File: config.mk
export PLATFORM = sky130hd
export DESIGN_NAME = timer_prescaler
export DESIGN_NICKNAME = d
export VERILOG_FILES = /design/src/rtl/timer_prescaler.sv
export SDC_FILE = /design/constraint.sdc
export NUM_CORES = 1
export LEC_CHECK = 0
export CORE_MARGIN = 8
export CORE_UTILIZATION = 25
export CTS_CLUSTER_DIAMETER = 100
export DETAILED_ROUTE_END_ITERATION = 8
export SLEW_MARGIN = 40
export SYNTH_ARGS = -nofsm -noshare
export SYNTH_HDL_FRONTEND = slang
export SYNTH_SLANG_ARGS = --single-unit
File: constraint.sdc
create_clock -name clk_i -period 1.84 [get_ports clk_i]
set_input_delay 0.368 -clock clk_i [delete_from_list [all_inputs] [get_ports clk_i]]
set_output_delay 0.368 -clock clk_i [all_outputs]
set_load 0.05 [all_outputs]
File: src/rtl/timer_prescaler.sv
`default_nettype none
// ============================================================================
//  Module      : timer_prescaler
//  Description : Programmable event prescaler for the timer unit. Divides the
//                tick_i event stream by (compare + 1) and emits one registered
//                single-cycle tick_o pulse per period. Compare updates made
//                while counting are shadowed and take effect only at a period
//                boundary (wrap or clear), so periods are never cut short or
//                stretched.
//  Revision    : 1.0 - initial release
// ============================================================================
module timer_prescaler #(
    parameter int WIDTH = 8
) (
    input  logic             clk_i,
    input  logic             rst_i,
    input  logic             active_i,
    input  logic             clear_i,
    input  logic             update_i,
    input  logic [WIDTH-1:0] cfg_compare_i,
    input  logic             tick_i,
    output logic             tick_o,
    output logic [WIDTH-1:0] count_o,
    output logic [WIDTH-1:0] compare_o,
    output logic             pending_o
);

    // ------------------------------------------------------------------------
    // Operating mode
    //   S_IDLE     : counting disabled, compare writes go straight through
    //   S_RUN      : counting, no compare change outstanding
    //   S_RUN_PEND : counting, a new compare waits in the shadow register
    // ------------------------------------------------------------------------
    typedef enum logic [1:0] {
        S_IDLE     = 2'd0,
        S_RUN      = 2'd1,
        S_RUN_PEND = 2'd2
    } state_t;

    state_t           state_q;
    state_t           state_d;
    logic [WIDTH-1:0] count_q;
    logic [WIDTH-1:0] count_d;
    logic [WIDTH-1:0] compare_q;
    logic [WIDTH-1:0] compare_d;
    logic [WIDTH-1:0] shadow_q;
    logic [WIDTH-1:0] shadow_d;
    logic             tick_q;
    logic             tick_d;

    logic             pend_w;
    logic             wrap_w;
    logic             boundary_w;
    logic             apply_shadow_w;

    // A shadowed compare is outstanding only in the pending run mode.
    assign pend_w = (state_q == S_RUN_PEND);

    // Wrap: an accepted tick while enabled and not being cleared, with the
    // count at or beyond compare. Using >= lets a count stranded above a
    // freshly lowered compare finish on the very next tick, and it also
    // guarantees count+1 can never overflow the register.
    assign wrap_w = active_i & ~clear_i & tick_i & (count_q >= compare_q);

    // Period boundary while running: either a natural wrap or a clear.
    assign boundary_w = clear_i | wrap_w;

    // The shadow is committed at a boundary, or when counting stops so that a
    // stopped prescaler never hides a pending value.
    assign apply_shadow_w = pend_w & (~active_i | boundary_w);

    // Mode register.
    always_ff @(posedge clk_i) begin
        if (rst_i) begin
            state_q <= S_IDLE;
        end else begin
            state_q <= state_d;
        end
    end

    // Next mode: leaving the enabled state always lands in IDLE; a new update
    // while enabled always (re)arms the pending state, even on the same cycle
    // that an older pending value is being committed.
    always_comb begin
        state_d = state_q;
        case (state_q)
            S_IDLE: begin
                if (active_i) begin
                    state_d = update_i ? S_RUN_PEND : S_RUN;
                end
            end
            S_RUN: begin
                if (!active_i) begin
                    state_d = S_IDLE;
                end else if (update_i) begin
                    state_d = S_RUN_PEND;
                end
            end
            S_RUN_PEND: begin
                if (!active_i) begin
                    state_d = S_IDLE;
                end else if (update_i) begin
                    state_d = S_RUN_PEND;
                end else if (boundary_w) begin
                    state_d = S_RUN;
                end
            end
            default: begin
                state_d = S_IDLE;
            end
        endcase
    end

    // Datapath next values: count, compare, shadow and the output pulse.
    always_comb begin
        count_d   = count_q;
        compare_d = compare_q;
        shadow_d  = shadow_q;
        tick_d    = 1'b0;

        // Clear outranks ticking and also works while stopped; a tick in the
        // same cycle as a clear is dropped.
        if (clear_i) begin
            count_d = '0;
        end else if (active_i && tick_i) begin
            if (wrap_w) begin
                count_d = '0;
                tick_d  = 1'b1;
            end else begin
                count_d = count_q + 1'b1;
            end
        end

        // Commit the older shadowed value first; the wrap that commits it
        // still used the previous compare for its own decision.
        if (apply_shadow_w) begin
            compare_d = shadow_q;
        end

        // Stopped: the new compare goes live on the next edge.
        // Running: it is parked in the shadow until the next boundary.
        if (update_i) begin
            if (active_i) begin
                shadow_d = cfg_compare_i;
            end else begin
                compare_d = cfg_compare_i;
            end
        end
    end

    // Datapath registers.
    always_ff @(posedge clk_i) begin
        if (rst_i) begin
            count_q   <= '0;
            compare_q <= '0;
            shadow_q  <= '0;
            tick_q    <= 1'b0;
        end else begin
            count_q   <= count_d;
            compare_q <= compare_d;
            shadow_q  <= shadow_d;
            tick_q    <= tick_d;
        end
    end

    assign tick_o    = tick_q;
    assign count_o   = count_q;
    assign compare_o = compare_q;
    assign pending_o = pend_w;

endmodule
`default_nettype wire

## After elaboration in Yosys (flattened, before gate mapping)

Cells that the tools add are included.

| cells by class | value |
|---|---|
| equal/unequal tests | 5 |
| add/subtract/negate cells | 1 |
| bitwise logic cells | 9 |
| order comparisons | 1 |
| muxes and demuxes | 13 |
| reductions and logical operators | 6 |

Operator list:

| operator | number |
|---|---|
| two-way mux 8 bit | 4 |
| two-way mux 2 bit | 7 |
| adder 8 x 1 -> 8 bit, second input constant | 1 |
| greater-or-equal comparator 8 bit | 1 |
| one-hot mux 2 bit (3 select lines) | 1 |
| bitwise AND 1 bit | 4 |
| inequality test 4 x 3 -> 1 bit, second input constant | 1 |
| inequality test 3 bit, second input constant | 1 |
| inverter 1 bit | 3 |
| AND reduction 3 bit | 1 |
| OR reduction 3 bit | 1 |
| equality test 2 x 1 -> 1 bit, second input constant | 1 |
| equality test 2 bit, second input constant | 1 |
| zero test 2 bit | 1 |
| inequality test 2 bit, second input constant | 1 |
| OR 1 bit | 2 |
| AND reduction 2 bit | 1 |
| OR reduction 2 bit | 1 |
| logical AND 1 bit | 1 |
| two-way mux 1 bit | 1 |

| storage, ports and cells | value |
|---|---|
| output and inout port bits | 18 |
| logic and storage cells | 40 |
| input bits | 14 |
| bits in registers | 27 |

## Longest topological paths before layout

Gate-level depths: netlist of the first run.

| depth | value |
|---|---|
| word-level depth | 10 |
| gate-level depth with buffers | 7 |
| gate-level depth less buffers | 7 |

## Worst setup path before layout of the first run

OpenSTA, ideal clock, no wires.

| timing path | value |
|---|---|
| kind | flip-flop to flip-flop |
| start | register count_q[0], in the netlist count_o[0] |
| end | register compare_q[0], in the netlist compare_o[0] |
| setup time | 0.091 ns |
| buffers on the path | 0 |
| slack | -0.595 ns |
| clock period less this slack | 2.435 ns |
| required time | 1.749 ns |
| data arrival time | 2.344 ns |
| stages on the path, launching flop included | 8 |
| cell sequence | dfxtp_1 -> inv_1 -> ha_1 -> nand2b_4 -> a2111o_1 -> a211oi_4 -> o21ai_0 -> a311oi_1 |

| between the ends | value |
|---|---|
| longest elaborated chain between the ends | 8 |

RTL lines:

| what | line | text |
|---|---|---|
| start: declaration | 42 | `logic [WIDTH-1:0] count_q;` |
| start signal: assignment | 159 | `count_q <= count_d;` |
| greater-or-equal comparator 8 bit * | 63 | `assign wrap_w = active_i & ~clear_i & tick_i & (count_q >= compare_q);` |
| bitwise AND 1 bit * | 63 |  |
| OR 1 bit * | 66 | `assign boundary_w = clear_i \| wrap_w;` |
| OR 1 bit * | 70 | `assign apply_shadow_w = pend_w & (~active_i \| boundary_w);` |
| bitwise AND 1 bit * | 70 |  |
| two-way mux 8 bit * | 136 | `if (apply_shadow_w) begin` |
| two-way mux 8 bit | 143 | `if (active_i) begin` |
| two-way mux 8 bit * | 142 | `if (update_i) begin` |
| end signal: assignment | 160 | `compare_q <= compare_d;` |
| end: declaration | 44 | `logic [WIDTH-1:0] compare_q;` |

Mark *: on every way between the ends. The rest lies on a longest branch, timed or not.
A chain may end at the register's enable or synchronous reset.

## Final worst setup path of the first run

Ends and elaborated chain as after synthesis.

==> metrics.yaml, run 1 <==
timing:
  finalSetupViolCount: 12
  worst_pin_slew_ns: 0.299
  hold-worst-slack_ns: 0.460
  finalMaxSlewViolations: 0
  fin_skew_ns: 0.00310
  finalHoldViolCount: 0
  period_minus_slack_ns: 1.94
  rsz0062_at_grt: "true"
  max_clock_freq_mhz: 516
  layout_setup_ws_ns: -0.0970
  max_slew_margin_pct: 80.1
  setup-tns-final_ns: -0.716
  fin_crit_sh_pct: 105
synth:
  yosys_warnings: 0
  synth_cell_types: 30
  yosys_most_used_dff: "dfxtp_1"
  seq_area_frac_synth_pct: 39.6
  synth_area_per_cell_sq_um: 8.33
  synthCells: 164
  synth_async_sr_flop_share_pct: 0
  synth-edff-count: 0
  synth_area_sq_mm: 0.00137
  ys_ff_latch: 27
  syn_nets: 187
power:
  power.density_mw_per_mm2: 629
  ir_worst_vdd_mv: 0.248
  power_mw: 1.27
  p_leak_nw: 0.818
route:
  ant_nets: 0
  drtIter0Drc: 45
  drc: 0
  vias: 1341
  wire_per_inst_um: 12.6
  wirelength_um: 3640
  drt-pass1-iter-count: 4
  via_per_inst: 4.66
cells_and_area:
  fill_cells: 583
  final_nets: 240
  final_core_util_pct: 37.5
  syn2layout_area_growth_pct: 48.2
  drive_gt1_share_pct: 34.7
  stdcell_area_sq_mm: 0.00202
  finalNonFillerCells: 288
  antenna_cells: 0
placement:
  dp_slack_ns: -0.144
  place_inst: 284
  port_buffers: 31
  dpl_cell_area_sq_mm: 0.00194
  gp_congestion: 0.776
  hpwl_um: 2890
clock_network:
  ctsRootBufferMaster: "clkbuf_8"
  cts_inserted_buffers: 3
  htree_levels: 1
  holdBufCountCts: 0
  clock_sinks: 27
  ctsLongestPathBuffers: 2
  clkTransAtPathRegs_ns: 0.10
  cts_tree: "yes"
  clk_latency_ns: 0.28
floorplan:
  die_w_um: 89.9
  ioPinCount: 32
  rows: 27
  start_util_pct: 25.3
  core_area_sq_mm: 0.00541
  dieHeight_um: 89.9
  die_area_sq_mm: 0.00809
critical_path:
  cp-end-kind: "flop"
  cp_max_fo: 8
  start_kind: "flop"
  cp.arrival_ns: 2.13
  reg2reg_from: "count_o[0]"
  crit_required_ns: 2.03
  crit_start: "count_o[0]"
  crit_type: "flop to flop"
worst_hold_path:
  hp-start: "shadow_q[4]"
  holdCritPathClass: "flop to flop"
run_status:
  violations: "setup timing"
  outcome: "finished with violations"
global_routing:
  grt_start_max_net_pins: 18
  grt_pass1_wl_um: 6260
  grt_pass1_vias: 1330
  grt_usage_pct: 9.17
  gr-total-overflow: 0
  antenna_found_initial: 0
run:
  max_cap_violations: 0
==> layout by cell type, fill, tap and decap left out, types with 2 or more instances in the layout <==
| cell | Yosys | layout |
|---|---|---|
| nor2b_1 | 2 | 2 |
| o21ai_1 | 3 | 6 |
| a311oi_1 | 9 | 7 |
| dfxtp_1 | 27 | 11 |
| o21ai_2 | 0 | 5 |
| nand2_1 | 14 | 14 |
| nand3b_1 | 2 | 2 |
| clkbuf_8 | 0 | 3 |
| a22o_1 | 2 | 2 |
| nor2_1 | 16 | 16 |
| nand3_1 | 19 | 19 |
| inv_1 | 10 | 9 |
| and3_1 | 3 | 3 |
| dfxtp_2 | 0 | 12 |
| nor3_1 | 2 | 2 |
| buf_12 | 0 | 2 |
| nand4_1 | 3 | 3 |
| xor2_1 | 6 | 6 |
| inv_4 | 0 | 2 |
| a311oi_2 | 0 | 2 |
| a21oi_1 | 11 | 11 |
| dfxtp_4 | 0 | 4 |
| buf_4 | 0 | 38 |
| ha_1 | 9 | 8 |
| clkdlybuf4s50_1 | 0 | 13 |
==> kinds of logic (layout without fill, tap and decap cells) <==
family / after synthesis / after routing / share of synthesized area [%]
xor gates and xnor gates: 6 / 6 / 3.85
adders and majority gates: 9 / 9 / 8.24
AOI/OAI and AO/OA: 40 / 40 / 20.4
and+or+nand+nor: 65 / 65 / 23.3
buffers and inverters: 17 / 69 / 4.67
DFF: 27 / 27 / 39.6
==> power breakdown <==
group / switching (mW) / internal [mW]
Clock: 0.201 / 0.155
Combinational: 0.168 / 0.129
Sequential: 0.0134 / 0.606
Total: 0.382 / 0.891
==> sequential cells by signal, summed over array words and instances (netlist names) <==
name / cells
count_o: 8
state_q: 2
shadow_q: 8
compare_o: 8
tick_o: 1
==> synthesized netlist by cell type, types with 2 or more instances <==
cell	number	area share (%)
a21oi_1	11	4.0
a22o_1	2	1.3
a311oi_1	9	5.8
and3_1	3	1.4
clkbuf_1	5	1.4
dfxtp_1	27	40
ha_1	9	8.2
inv_1	10	2.7
nand2_1	14	3.8
nand3_1	19	7.0
nand3b_1	2	1.1
nand4_1	3	1.4
nor2_1	16	4.4
nor2b_1	2	0.92
nor3_1	2	0.73
o21ai_0	9	3.3
o21ai_1	3	1.1
xor2_1	6	3.8
==> per-layer routing <==
layer,vias up,wire length [um],track usage (%)
li1,693,-,-
met3,5,188,2.74
met1,622,1630,10.5
met5,-,0,0
met4,0,42,2.91
met2,21,1780,15.9
==> final timing paths <==
| check | slack (ns) | to | cells past startpoint |
|---|---|---|---|
| hold / removal | 0.46 | shadow_q[4] | 2 |
| setup reg to reg | -0.1 | compare_o[0] | 8 |
| hold reg to reg | 0.46 | shadow_q[4] | 2 |
| setup / recovery | -0.1 | compare_o[0] | 8 |
==> cell type report <==
class | count | area (sq um) | share of cell area [%]
sequential | 27 | 571 | 28.2
clock buffer | 3 | 41.3 | 2.04
multi-input combinational | 120 | 806 | 39.8
inverter | 11 | 43.8 | 2.16
clock inverter | 1 | 6.26 | 0.309
tap | 72 | 90.1 | 4.45
timing repair buffer | 54 | 467 | 23.1
==> critical path, cell delays in order (launching register included) <==
cell and delay [ns]:
dfxtp_4 0.37, inv_4 0.04, ha_4 0.19, nand2b_4 0.12, a2111o_1 0.42, a211oi_4 0.26, buf_6 0.17, o21ai_2 0.07
a311oi_2 0.21
==> what timing repair did <==
item | CTS | global route
setup buffers | 0 | 0
setup endpoints to repair | 10 | 19
pin swaps | 10 | 5
gates resized for setup | 3 | 5
Note: power is estimated with default switching activity, not from simulation.
==> run 2: changes to the inputs <==
--- a/config.mk
+++ b/config.mk
@@ -13,3 +13,4 @@
 export SYNTH_ARGS = -nofsm -noshare
 export SYNTH_HDL_FRONTEND = slang
 export SYNTH_SLANG_ARGS = --single-unit
+export TNS_END_PERCENT = 5
==> metrics.yaml, run 2 (synthesis results as in run 1) <==
cells_and_area:
  layout_common_cells: "44 x buf_4, 20 x dfxtp_1, 19 x nand3_1"
  stdcell_area_sq_mm: 0.00203
  final_nets: 245
  multi_input_area_sq_um: 802
  final_core_util_pct: 37.6
  layout_commonest_cell: "buf_4"
  fill_cells: 569
  syn2layout_area_growth_pct: 48.9
  drive_gt1_share_pct: 31.7
  antenna_cells: 0
  regArea_sq_um: 559
  finalNonFillerCells: 293
worst_hold_path:
  holdPathStages: 2
  holdCritPathClass: "flop to flop"
  whs_endpoint: "shadow_q[1]"
  hp-start: "shadow_q[1]"
timing:
  max_clock_freq_mhz: 506
  fin_skew_ns: 0.00623
  finalMaxSlewViolations: 0
  period_minus_slack_ns: 1.97
  finalSetupViolCount: 12
  setup-tns-final_ns: -1.06
  finalHoldViolCount: 0
  hold-worst-slack_ns: 0.463
  worst_pin_slew_ns: 0.451
  fin_crit_sh_pct: 107
  max_slew_margin_pct: 69.7
  rsz0062_at_grt: "true"
  layout_setup_ws_ns: -0.135
clock_network:
  cts_inserted_buffers: 3
  clk_latency_ns: 0.28
  clock_sinks: 27
  htree_levels: 1
  ctsRootBufferMaster: "clkbuf_8"
  cts_tree: "yes"
  clkTransAtPathRegs_ns: 0.10
  ctsLongestPathBuffers: 2
route:
  ant_nets: 0
  drtIter0Drc: 46
  wirelength_um: 3670
  via_per_inst: 4.64
  vias: 1360
  wire_per_inst_um: 12.5
  drt-pass1-iter-count: 4
  drc: 0
floorplan:
  die_w_um: 89.9
  core_area_sq_mm: 0.00541
  rows: 27
  dieHeight_um: 89.9
  die_area_sq_mm: 0.00809
  start_util_pct: 25.3
  ioPinCount: 32
placement:
  dp_slack_ns: -0.123
  gp_congestion: 0.723
  hpwl_um: 2920
  dpl_cell_area_sq_mm: 0.00195
  place_inst: 289
  port_buffers: 31
power:
  power_mw: 1.27
  ir_worst_vdd_mv: 0.284
  p_leak_nw: 0.834
  power.density_mw_per_mm2: 625
global_routing:
  grt_usage_pct: 9.16
  gr-total-overflow: 0
  antenna_found_initial: 0
  grt_pass1_vias: 1329
  grt_pass1_wl_um: 6210
  grt_start_max_net_pins: 18
critical_path:
  r2r-end: "compare_o[4]"
  cp_max_fo: 8
  crit_required_ns: 2.04
  reg2reg_from: "count_o[0]"
  reg2reg_slack_ns: -0.13
  start_kind: "flop"
  crit_type: "flop to flop"
  cp.arrival_ns: 2.17
  cp-end-kind: "flop"
  worstRegToRegCells: 8
run_status:
  violations: "setup timing"
  outcome: "finished with violations"
run:
  max_cap_violations: 0
## run 2: cell types whose count changed in the layout (fill, tap and decap cells not counted), sizes merged
cell  change
buf       +5
## run 2: what timing repair did
action / 4_1_cts / 5_1_grt
buffers inserted: 0 / 0
hold buffers: 0 / 0
setup endpoints to repair: 18 / 19
pin swaps: 1 / 5
resized for setup: 2 / 6
## run 2: report_power, final
part           switching, mW  internal (mW)  leakage, nW
logic                  0.169          0.129        0.583
clock network          0.201          0.155       0.0260
registers             0.0131          0.605        0.225
total                  0.382          0.889        0.834
## run 2: worst max-delay path by stage
| stage | start | to |
|---|---|---|
| floorplan | count_o[0] | compare_o[6] |
| global placement | count_o[0] | compare_o[4] |
| detailed placement | count_o[0] | compare_o[3] |
| CTS | count_o[0] | compare_o[3] |
| global route | count_o[0] | compare_o[7] |
| finish | count_o[0] | compare_o[4] |
## run 2: final cells by class
cell class | instances | area share, %
Multi-Input combinational cell | 120 | 39.4
Sequential cell | 27 | 27.5
Timing Repair Buffer | 59 | 24.2
Tap cell | 72 | 4.43
Inverter | 11 | 2.15
Clock buffer | 3 | 2.03
Clock inverter | 1 | 0.308
## run 2: critical path, cell delays in order, from the launching register on
cell	delay, ns
dfxtp_4	0.37
inv_4	0.04
ha_4	0.19
nand2b_4	0.12
a2111o_1	0.46
a211oi_4	0.22
buf_6	0.16
o21ai_1	0.07
a311oi_1	0.25
## run 2: routing by layer
metal / vias to the layer above / track usage, % / routed length, um
met5: - / 0 / 0
met4: 0 / 3.74 / 56
met3: 4 / 2.41 / 131
met2: 24 / 14.7 / 1710
met1: 626 / 11.3 / 1770
li1: 706 / - / -
